--- config.mk ---
export PLATFORM = sky130hd
export DESIGN_NAME = vga_text_controller
export DESIGN_NICKNAME = d
export VERILOG_FILES = /design/src/rtl/vga_text_controller.sv
export SDC_FILE = /design/constraint.sdc
export NUM_CORES = 1
export LEC_CHECK = 0
export ABC_AREA = 1
export ABC_CLOCK_PERIOD_IN_PS = 3990
export CELL_PAD_IN_SITES_DETAIL_PLACEMENT = 1
export CELL_PAD_IN_SITES_GLOBAL_PLACEMENT = 2
export CORE_ASPECT_RATIO = 2
export CORE_UTILIZATION = 40
export CTS_BUF_LIST = sky130_fd_sc_hd__clkbuf_8
export CTS_CLUSTER_DIAMETER = 100
export DETAILED_ROUTE_END_ITERATION = 8
export PLACE_DENSITY = 0.82
export SKIP_CTS_REPAIR_TIMING = 1
export SLEW_MARGIN = 15
export SYNTH_ARGS = -nofsm -noshare
export SYNTH_HDL_FRONTEND = slang
export SYNTH_SLANG_ARGS = --single-unit
--- constraint.sdc ---
create_clock -name clk -period 3.99 [get_ports clk]
set_clock_uncertainty 0.15 [all_clocks]
set_input_delay 0.399 -clock clk [delete_from_list [all_inputs] [get_ports clk]]
set_output_delay 0.399 -clock clk [all_outputs]
set_load 0.02 [all_outputs]
--- src/rtl/vga_text_controller.sv ---
// VGA sync generator with an N-slot text overlay read from an external synchronous font ROM.
// Slot tables are double-buffered: writes land in a shadow copy that becomes active at frame start.
module vga_text_controller #(
    parameter int   CLK_DIV  = 4,
    parameter int   H_ACTIVE = 640,
    parameter int   H_FP     = 16,
    parameter int   H_SYNC   = 96,
    parameter int   H_BP     = 48,
    parameter int   V_ACTIVE = 480,
    parameter int   V_FP     = 10,
    parameter int   V_SYNC   = 2,
    parameter int   V_BP     = 33,
    parameter logic SYNC_POL = 1'b0,
    parameter int   N_SLOTS  = 8,
    parameter int   SLOT_W   = 3,
    parameter int   ADDR_W   = 11,
    parameter int   GLYPH_W  = 16,
    parameter int   GLYPH_H  = 16,
    parameter int   TEXT_X   = 64,
    parameter int   TEXT_Y   = 224
) (
    input  logic                clk,
    input  logic                reset,
    input  logic                wr_en,
    input  logic [SLOT_W-1:0]   wr_slot,
    input  logic [ADDR_W-1:0]   addr_fixed,
    input  logic                wr_enable_slot,
    input  logic                wr_clr,
    output logic [ADDR_W-1:0]   rom_addr,
    input  logic [GLYPH_W-1:0]  rom_data,
    output logic                h_sync,
    output logic                v_sync,
    output logic                led_on,
    output logic                video_active,
    output logic                frame_start
);

    localparam int H_TOTAL  = H_ACTIVE + H_FP + H_SYNC + H_BP;
    localparam int V_TOTAL  = V_ACTIVE + V_FP + V_SYNC + V_BP;
    localparam int HW       = $clog2(H_TOTAL);
    localparam int VW       = $clog2(V_TOTAL);
    localparam int DW       = $clog2(CLK_DIV);
    localparam int CW       = $clog2(GLYPH_W);
    localparam int HS_FIRST = H_ACTIVE + H_FP;
    localparam int HS_LAST  = HS_FIRST + H_SYNC - 1;
    localparam int VS_FIRST = V_ACTIVE + V_FP;
    localparam int VS_LAST  = VS_FIRST + V_SYNC - 1;
    localparam int TX_LAST  = TEXT_X + N_SLOTS * GLYPH_W - 1;
    localparam int TY_LAST  = TEXT_Y + GLYPH_H - 1;

    logic [DW-1:0]     r_div;
    logic [HW-1:0]     r_h_cnt;
    logic [VW-1:0]     r_v_cnt;
    logic              w_tick;
    logic              w_h_last;
    logic              w_v_last;

    logic              r_sh_en    [N_SLOTS];
    logic [ADDR_W-1:0] r_sh_base  [N_SLOTS];
    logic              r_act_en   [N_SLOTS];
    logic [ADDR_W-1:0] r_act_base [N_SLOTS];

    logic [HW-1:0]     w_dx;
    logic [SLOT_W-1:0] w_slot;
    logic [CW-1:0]     w_col;
    logic [VW-1:0]     w_row;
    logic              w_in_x;
    logic              w_in_y;
    logic              w_in_cell;
    logic [ADDR_W-1:0] w_cell_addr;
    logic              w_hs;
    logic              w_vs;
    logic              w_va;

    logic              r_s1_in_cell;
    logic [CW-1:0]     r_s1_col;
    logic              r_s1_va;
    logic              r_s1_hs;
    logic              r_s1_vs;
    logic [ADDR_W-1:0] r_rom_addr;
    logic              r_led;
    logic              r_hs;
    logic              r_vs;
    logic              r_va;

    assign w_tick      = (r_div == DW'(CLK_DIV - 1));
    assign w_h_last    = (r_h_cnt == HW'(H_TOTAL - 1));
    assign w_v_last    = (r_v_cnt == VW'(V_TOTAL - 1));
    assign frame_start = w_tick && (r_h_cnt == '0) && (r_v_cnt == '0);

    always_ff @(posedge clk) begin
        if (reset) begin
            r_div   <= '0;
            r_h_cnt <= '0;
            r_v_cnt <= '0;
        end else begin
            r_div <= w_tick ? '0 : r_div + DW'(1);
            if (w_tick) begin
                if (w_h_last) begin
                    r_h_cnt <= '0;
                    r_v_cnt <= w_v_last ? '0 : r_v_cnt + VW'(1);
                end else begin
                    r_h_cnt <= r_h_cnt + HW'(1);
                end
            end
        end
    end

    // Stage S0: decode the current counter position against the active slot table.
    always_comb begin
        w_dx        = r_h_cnt - HW'(TEXT_X);
        w_slot      = SLOT_W'(w_dx / HW'(GLYPH_W));
        w_col       = CW'(w_dx % HW'(GLYPH_W));
        w_row       = r_v_cnt - VW'(TEXT_Y);
        w_in_x      = (int'(r_h_cnt) >= TEXT_X) && (int'(r_h_cnt) <= TX_LAST);
        w_in_y      = (int'(r_v_cnt) >= TEXT_Y) && (int'(r_v_cnt) <= TY_LAST);
        w_in_cell   = w_in_x && w_in_y && r_act_en[w_slot];
        w_cell_addr = r_act_base[w_slot] + ADDR_W'(w_row);
        w_hs        = ((int'(r_h_cnt) >= HS_FIRST) && (int'(r_h_cnt) <= HS_LAST)) ? SYNC_POL : ~SYNC_POL;
        w_vs        = ((int'(r_v_cnt) >= VS_FIRST) && (int'(r_v_cnt) <= VS_LAST)) ? SYNC_POL : ~SYNC_POL;
        w_va        = (int'(r_h_cnt) < H_ACTIVE) && (int'(r_v_cnt) < V_ACTIVE);
    end

    // S1 issues the ROM read; S2 picks the glyph bit once rom_data has settled.
    always_ff @(posedge clk) begin
        if (reset) begin
            r_s1_in_cell <= 1'b0;
            r_s1_col     <= '0;
            r_s1_va      <= 1'b0;
            r_s1_hs      <= ~SYNC_POL;
            r_s1_vs      <= ~SYNC_POL;
            r_rom_addr   <= '0;
            r_led        <= 1'b0;
            r_hs         <= ~SYNC_POL;
            r_vs         <= ~SYNC_POL;
            r_va         <= 1'b0;
        end else if (w_tick) begin
            r_s1_in_cell <= w_in_cell;
            r_s1_col     <= w_col;
            r_s1_va      <= w_va;
            r_s1_hs      <= w_hs;
            r_s1_vs      <= w_vs;
            if (w_in_cell) begin
                r_rom_addr <= w_cell_addr;
            end
            r_led <= r_s1_in_cell && r_s1_va && rom_data[CW'(GLYPH_W - 1) - r_s1_col];
            r_hs  <= r_s1_hs;
            r_vs  <= r_s1_vs;
            r_va  <= r_s1_va;
        end
    end

    // Later nonblocking writes win, so a write in the same clk as wr_clr keeps its enable.
    always_ff @(posedge clk) begin
        if (reset) begin
            for (int unsigned i = 0; i < N_SLOTS; i++) begin
                r_sh_en[i]    <= 1'b0;
                r_sh_base[i]  <= '0;
                r_act_en[i]   <= 1'b0;
                r_act_base[i] <= '0;
            end
        end else begin
            if (wr_clr) begin
                for (int unsigned i = 0; i < N_SLOTS; i++) begin
                    r_sh_en[i] <= 1'b0;
                end
            end
            if (wr_en) begin
                r_sh_en[wr_slot]   <= wr_enable_slot;
                r_sh_base[wr_slot] <= addr_fixed;
            end
            if (frame_start) begin
                for (int unsigned i = 0; i < N_SLOTS; i++) begin
                    r_act_en[i]   <= r_sh_en[i];
                    r_act_base[i] <= r_sh_base[i];
                end
            end
        end
    end

    assign rom_addr     = r_rom_addr;
    assign led_on       = r_led;
    assign h_sync       = r_hs;
    assign v_sync       = r_vs;
    assign video_active = r_va;

endmodule

==> results.json, run 1 <==
{
  "status": "finished, final reports clean",
  "grt_pass1_vias": 8431,
  "fp.coreArea_mm2": 0.0270,
  "ios": 51,
  "hold_viol": 0,
  "hp-class": "reg2reg",
  "dp.final_hpwl_mm": 21.6,
  "drive_above_1_share_pct": 9.20,
  "grt_overflow": 0,
  "peakVddDrop_mv": 0.235,
  "routedWlPerCell_um": 17.5,
  "critPathMaxFanout": 19,
  "cp.arrival_ps": 2660,
  "postPlaceCellArea_mm2": 0.0118,
  "wl_mm": 28.2,
  "tns_ps": 0,
  "dr_total_vias": 7739,
  "finalPower_mw": 4.98,
  "root_buffer": "clkbuf_8",
  "yosysUniqueCellTypes": 44,
  "syn_area_mm2": 0.0110,
  "synthesis.nets": 1227,
  "fin_crit_ps": 3210,
  "netlist_instances": 1174,
  "grt_pass1_wl_mm": 44.9,
  "yosysSeqAreaShare_pct": 60.6,
  "rows": 85,
  "cts.path.max_buffers": 3,
  "gp_congestion": 0.887,
  "crit_type": "reg2out",
  "die_width_um": 119,
  "final-max-slew-violation-count": 0,
  "slew_headroom_pct": 31.4,
  "route.detailed.drc": 0,
  "die_h_um": 237,
  "critPathCaptureType": "output port",
  "grt_antenna_before_repair": 0,
  "numCtsBuffers": 35,
  "nets": 1289,
  "initial_core_util_pct": 40.7,
  "syn2layout_area_growth_pct": 13.2,
  "synthTopCellsByArea": "edfxtp_1 (52%), dfxtp_1 (8.2%), nand2_1 (8.1%)",
  "mostFrequentLayoutCells": "nand2_1 (237), nor2_1 (228), inv_1 (203), edfxtp_1 (192), clkdlybuf4s50_1 (50)",
  "via_per_inst": 4.81,
  "clk_pin_slew_ps": 60,
  "max_freq_ghz": 0.312,
  "firstDrtPassIters": 4,
  "whs_ps": 276,
  "tightestPinTransition_ps": 1030,
  "avgSynthCellArea_um2": 9.37,
  "clock_latency_ps": 540,
  "dr.first_iter.drc_count": 315,
  "ff2ff_setup_slack_ps": 820,
  "antenna_left": 0,
  "fin_area_mm2": 0.0125,
  "required_ps": 3440,
  "mostFrequentLayoutCell": "nand2_1",
  "cts.sinks": 237,
  "yosys.area.top_type": "edfxtp_1",
  "p_leak_nw": 5.35,
  "synth.top_cell.area_share_pct": 52.4,
  "grtUsageTotal_pct": 20.9,
  "pwr_density_cell_mw_per_mm2": 400,
  "fillers": 3168,
  "drv_cap": 0,
  "port_buffers": 50,
  "ctsHtreeMaxLevel": 2,
  "die-area_mm2": 0.0282,
  "ys.warnings.count": 0,
  "cts_tree": "built",
  "yosys_register_bits": 237,
  "grt_max_degree": 73,
  "post-route-period-util_pct": 80.3,
  "rsz0062_at_grt": "no",
  "setup_violations": 0,
  "crit_path_start_kind": "flip-flop"
}
==> routing by layer <==
| layer | global-route usage (%) | share of wire (%) | vias to the layer above |
|---|---|---|---|
| met3 | 2.19 | 2.1 | 65 |
| met2 | 41.4 | 56 | 132 |
| li1 | - | - | 3879 |
| met4 | 12.6 | 5.9 | 0 |
| met1 | 20.1 | 36 | 3663 |
| met5 | 0 | 0 | - |
==> worst max-delay path: stages (launching register included) <==
cell             delay, ps
dfxtp_1                380
buf_4                  220
nor2_8                 320
nand2_2                110
nor4_4                 420
clkdlybuf4s50_1        680
==> cells in the mapped netlist (all sizes together) <==
master,count
nor2,274
nand2,240
inv,196
edfxtp,192
dfxtp,45
nand3,42
a21oi,24
buf,20
clkbuf,20
ha,17
o21ai,17
a22oi,15
nand4,15
xor2,13
o22ai,9
nor3,7
a221oi,5
a41oi,4
a31oi,2
clkinv,2
o2111ai,2
or2,2
a211oi,1
a21o,1
and3,1
fa,1
nand3b,1
nor4,1
o211ai,1
o21a,1
o22a,1
o31ai,1
xnor2,1
==> sequential cells by signal, summed over array words and instances (netlist names) <==
| register | flops |
|---|---|
| r_v_cnt | 10 |
| r_sh_base | 88 |
| r_h_cnt | 10 |
| v_sync | 1 |
| r_s1_vs | 1 |
| video_active | 1 |
| led_on | 1 |
| rom_addr | 11 |
| h_sync | 1 |
| r_sh_en | 8 |
| r_s1_col | 4 |
| r_act_en | 8 |
| r_s1_va | 1 |
| r_s1_hs | 1 |
| r_act_base | 88 |
| r_s1_in_cell | 1 |
| r_div | 2 |
==> per-stage QoR <==
step / setup slack (ps) / util, % / cells
3_3_place_gp: 832 / 43.8 / 1547
2_1_floorplan: 835 / - / 1174
3_5_place_dp: 787 / 43.8 / 1547
4_1_cts: 719 / 46.1 / 1609
6_report: 785 / 46.1 / 1610
5_1_grt: 573 / 46.1 / 1609
==> kinds of logic (layout without fill, tap and decap cells) <==
logic type / count (synthesis) / count (layout) / share of synthesized area [%]
buf+inv: 238 / 325 / 8.91
xor+xnor: 14 / 14 / 1.11
compound gates: 84 / 84 / 4.81
flops: 237 / 237 / 60.6
other cells: 0 / 1 / 0
fa+ha+maj: 18 / 18 / 2.12
simple gates: 583 / 583 / 22.4
==> path summary, 6_finish.rpt <==
check,depth (start not counted),end,from
min,1,r_div[0]$_SDFF_PP0_,r_div[0]$_SDFF_PP0_
max,5,frame_start,r_h_cnt[4]$_SDFFE_PP0P_
min reg2reg,1,r_div[0]$_SDFF_PP0_,r_div[0]$_SDFF_PP0_
max reg2reg,16,rom_addr[10]$_SDFFE_PP0P_,r_h_cnt[4]$_SDFFE_PP0P_
==> layout make-up <==
class	count	area, µm²	area share, %
Clock buffer	38	523	4.20
Inverter	198	743	5.97
Timing Repair Buffer	65	626	5.02
Tap cell	348	435	3.50
Sequential cell	237	6670	53.5
Multi-Input combinational cell	699	3350	26.9
Clock inverter	24	104	0.834
Antenna cell	1	2.50	0.0201
==> report_power, final <==
group | switching, mW | total (mW) | internal (mW) | leakage, nW
combinational | 0.219 | 0.317 | 0.0976 | 2.70
clock | 0.919 | 1.80 | 0.881 | 0.363
sequential | 0.0435 | 2.86 | 2.82 | 2.29
Note: power is estimated with default switching activity, not from simulation.
==> run 2, diff against run 1 <==
--- a/config.mk
+++ b/config.mk
@@ -6,7 +6,7 @@
 export NUM_CORES = 1
 export LEC_CHECK = 0
 export ABC_AREA = 1
-export ABC_CLOCK_PERIOD_IN_PS = 3990
+export ABC_CLOCK_PERIOD_IN_PS = 3300
 export CELL_PAD_IN_SITES_DETAIL_PLACEMENT = 1
 export CELL_PAD_IN_SITES_GLOBAL_PLACEMENT = 2
 export CORE_ASPECT_RATIO = 2
==> constraint.sdc (replaced) <==
create_clock -name clk -period 3.3 [get_ports clk]
set_clock_uncertainty 0.15 [all_clocks]
set_input_delay 0.33 -clock clk [delete_from_list [all_inputs] [get_ports clk]]
set_output_delay 0.33 -clock clk [all_outputs]
set_load 0.02 [all_outputs]
==> run 2 against run 1 <==
Non-clock buffer count increased by 19; hold slack worse by 1.6 ps; sequential power grew 21%; clock power up 42%; register-to-register slack got worse by 520 ps; sequential cell count unchanged; critical path depth rose by 2; clock-buffer cell count shrank 2.
==> results.json, run 2 (synthesis results as in run 1) <==
{
  "status": "finished, final reports clean",
  "clk_pin_slew_ps": 70,
  "dr.first_iter.drc_count": 359,
  "crit_path_start_kind": "flip-flop",
  "pwr_density_cell_mw_per_mm2": 504,
  "post-place-ws_ps": 171,
  "ios": 51,
  "grt_pass1_wl_mm": 46.2,
  "die-area_mm2": 0.0282,
  "fin_crit_ps": 3030,
  "final-max-slew-violation-count": 0,
  "fin_util_pct": 47.1,
  "drv_cap": 0,
  "tightestPinTransition_ps": 658,
  "cp.arrival_ps": 2550,
  "post-route-period-util_pct": 91.7,
  "max_freq_ghz": 0.330,
  "slew_headroom_pct": 56.0,
  "p_leak_nw": 5.47,
  "cts_tree": "built",
  "hold_viol": 0,
  "mostFrequentLayoutCell": "nand2_1",
  "postPlaceCellArea_mm2": 0.0120,
  "seqCellArea_mm2": 0.00667,
  "hp-class": "reg2reg",
  "grt_pass1_vias": 8586,
  "grt_antenna_before_repair": 1,
  "drive_above_1_share_pct": 11.2,
  "critPathCaptureType": "output port",
  "firstDrtPassIters": 6,
  "die_width_um": 119,
  "die_h_um": 237,
  "gp_congestion": 0.844,
  "required_ps": 2820,
  "cp_top_family": "buffers and inverters",
  "slowest_stage": "clkdlybuf4s50_1",
  "rows": 85,
  "path_buf_inv": 2,
  "crit_type": "reg2out",
  "rsz0062_at_grt": "no",
  "grt_max_degree": 97,
  "setup_slack_ps": 273,
  "dr_total_vias": 7964,
  "mostFrequentLayoutCells": "nand2_1 (237), nor2_1 (228), inv_1 (198), edfxtp_1 (192), clkdlybuf4s50_1 (50)",
  "route.detailed.drc": 0,
  "routedWlPerCell_um": 17.8,
  "critPathMaxFanout": 9,
  "path_cells": "inv_1, ha_1, nand2_1, nor2_1, nand4_1, nor4_4, clkdlybuf4s50_1",
  "numCtsBuffers": 36,
  "setup_violations": 0,
  "root_buffer": "clkbuf_8",
  "peakVddDrop_mv": 0.258,
  "fillers": 3155,
  "reg2reg_from": "r_h_cnt[5]$_SDFFE_PP0P_",
  "finalPower_mw": 6.40,
  "fp.coreArea_mm2": 0.0270,
  "antenna_left": 0,
  "syn2layout_area_growth_pct": 15.6,
  "cts.path.max_buffers": 3,
  "whs_ps": 275,
  "dp.final_hpwl_mm": 21.8,
  "clock_latency_ps": 560,
  "multi_input_area_mm2": 0.00336,
  "ctsHtreeMaxLevel": 2,
  "cts.sinks": 237,
  "nets": 1309,
  "slowest_delay_ps": 650,
  "crit_start": "r_v_cnt[1]$_SDFFE_PP0P_",
  "worstHoldStart": "r_div[0]$_SDFF_PP0_",
  "grt_overflow": 0,
  "grtUsageTotal_pct": 21.6,
  "via_per_inst": 4.88,
  "fin_area_mm2": 0.0127,
  "wl_mm": 29.0,
  "initial_core_util_pct": 40.7,
  "port_buffers": 50
}
## run 2: where the power goes
| part | switching, mW | total (mW) | leakage (nW) | internal, mW |
|---|---|---|---|---|
| logic | 0.269 | 0.394 | 2.79 | 0.125 |
| registers | 0.0519 | 3.46 | 2.29 | 3.40 |
| clock network | 1.21 | 2.55 | 0.392 | 1.35 |
## run 2: final timing paths
kind | to | slack, ps | depth (start not counted)
hold / removal | r_div[0]$_SDFF_PP0_ | 270 | 1
setup / recovery | frame_start | 270 | 7
hold reg to reg | r_div[0]$_SDFF_PP0_ | 270 | 1
setup reg to reg | rom_addr[10]$_SDFFE_PP0P_ | 300 | 20
## run 2: area by class of cell
type	instances	share of cell area (%)
diodes	1	0.0197
clock inverters	28	1.82
inverters	198	5.84
well taps	348	3.42
repair buffers	84	6.14
multi-input cells	699	26.4
clock buffers	36	3.90
flip-flops and latches	237	52.4
## run 2: layer usage
metal | global-route usage (%) | vias up | wire [µm]
met1 | 21.4 | 3823 | 10300
li1 | - | 3909 | -
met2 | 42.4 | 152 | 16600
met4 | 11.0 | 0 | 1370
met3 | 3.01 | 80 | 735
met5 | 0 | - | 0
## run 2: worst register-to-register path: stages, from the launching register on
cell     delay, ps
dfxtp_1        500
inv_1          120
nand2_2        130
inv_1          160
buf_4          230
a22oi_1        150
nand2_1         80
nand2_1         60
o21ai_0         90
ha_1           400
nand2_1        150
inv_1          110
nand2_1         60
nand2_1         90
nand2_1         60
nand3_1         80
inv_1           50
nand2_1         50
nand3_1         60
nand2_1         80
inv_1           30
## run 2: stage by stage
step | instances | setup TNS (ps)
floorplan | 1174 | 0
global placement | 1565 | 0
detailed placement | 1565 | 0
CTS | 1629 | -31.4
global route | 1631 | 0
finish | 1631 | 0
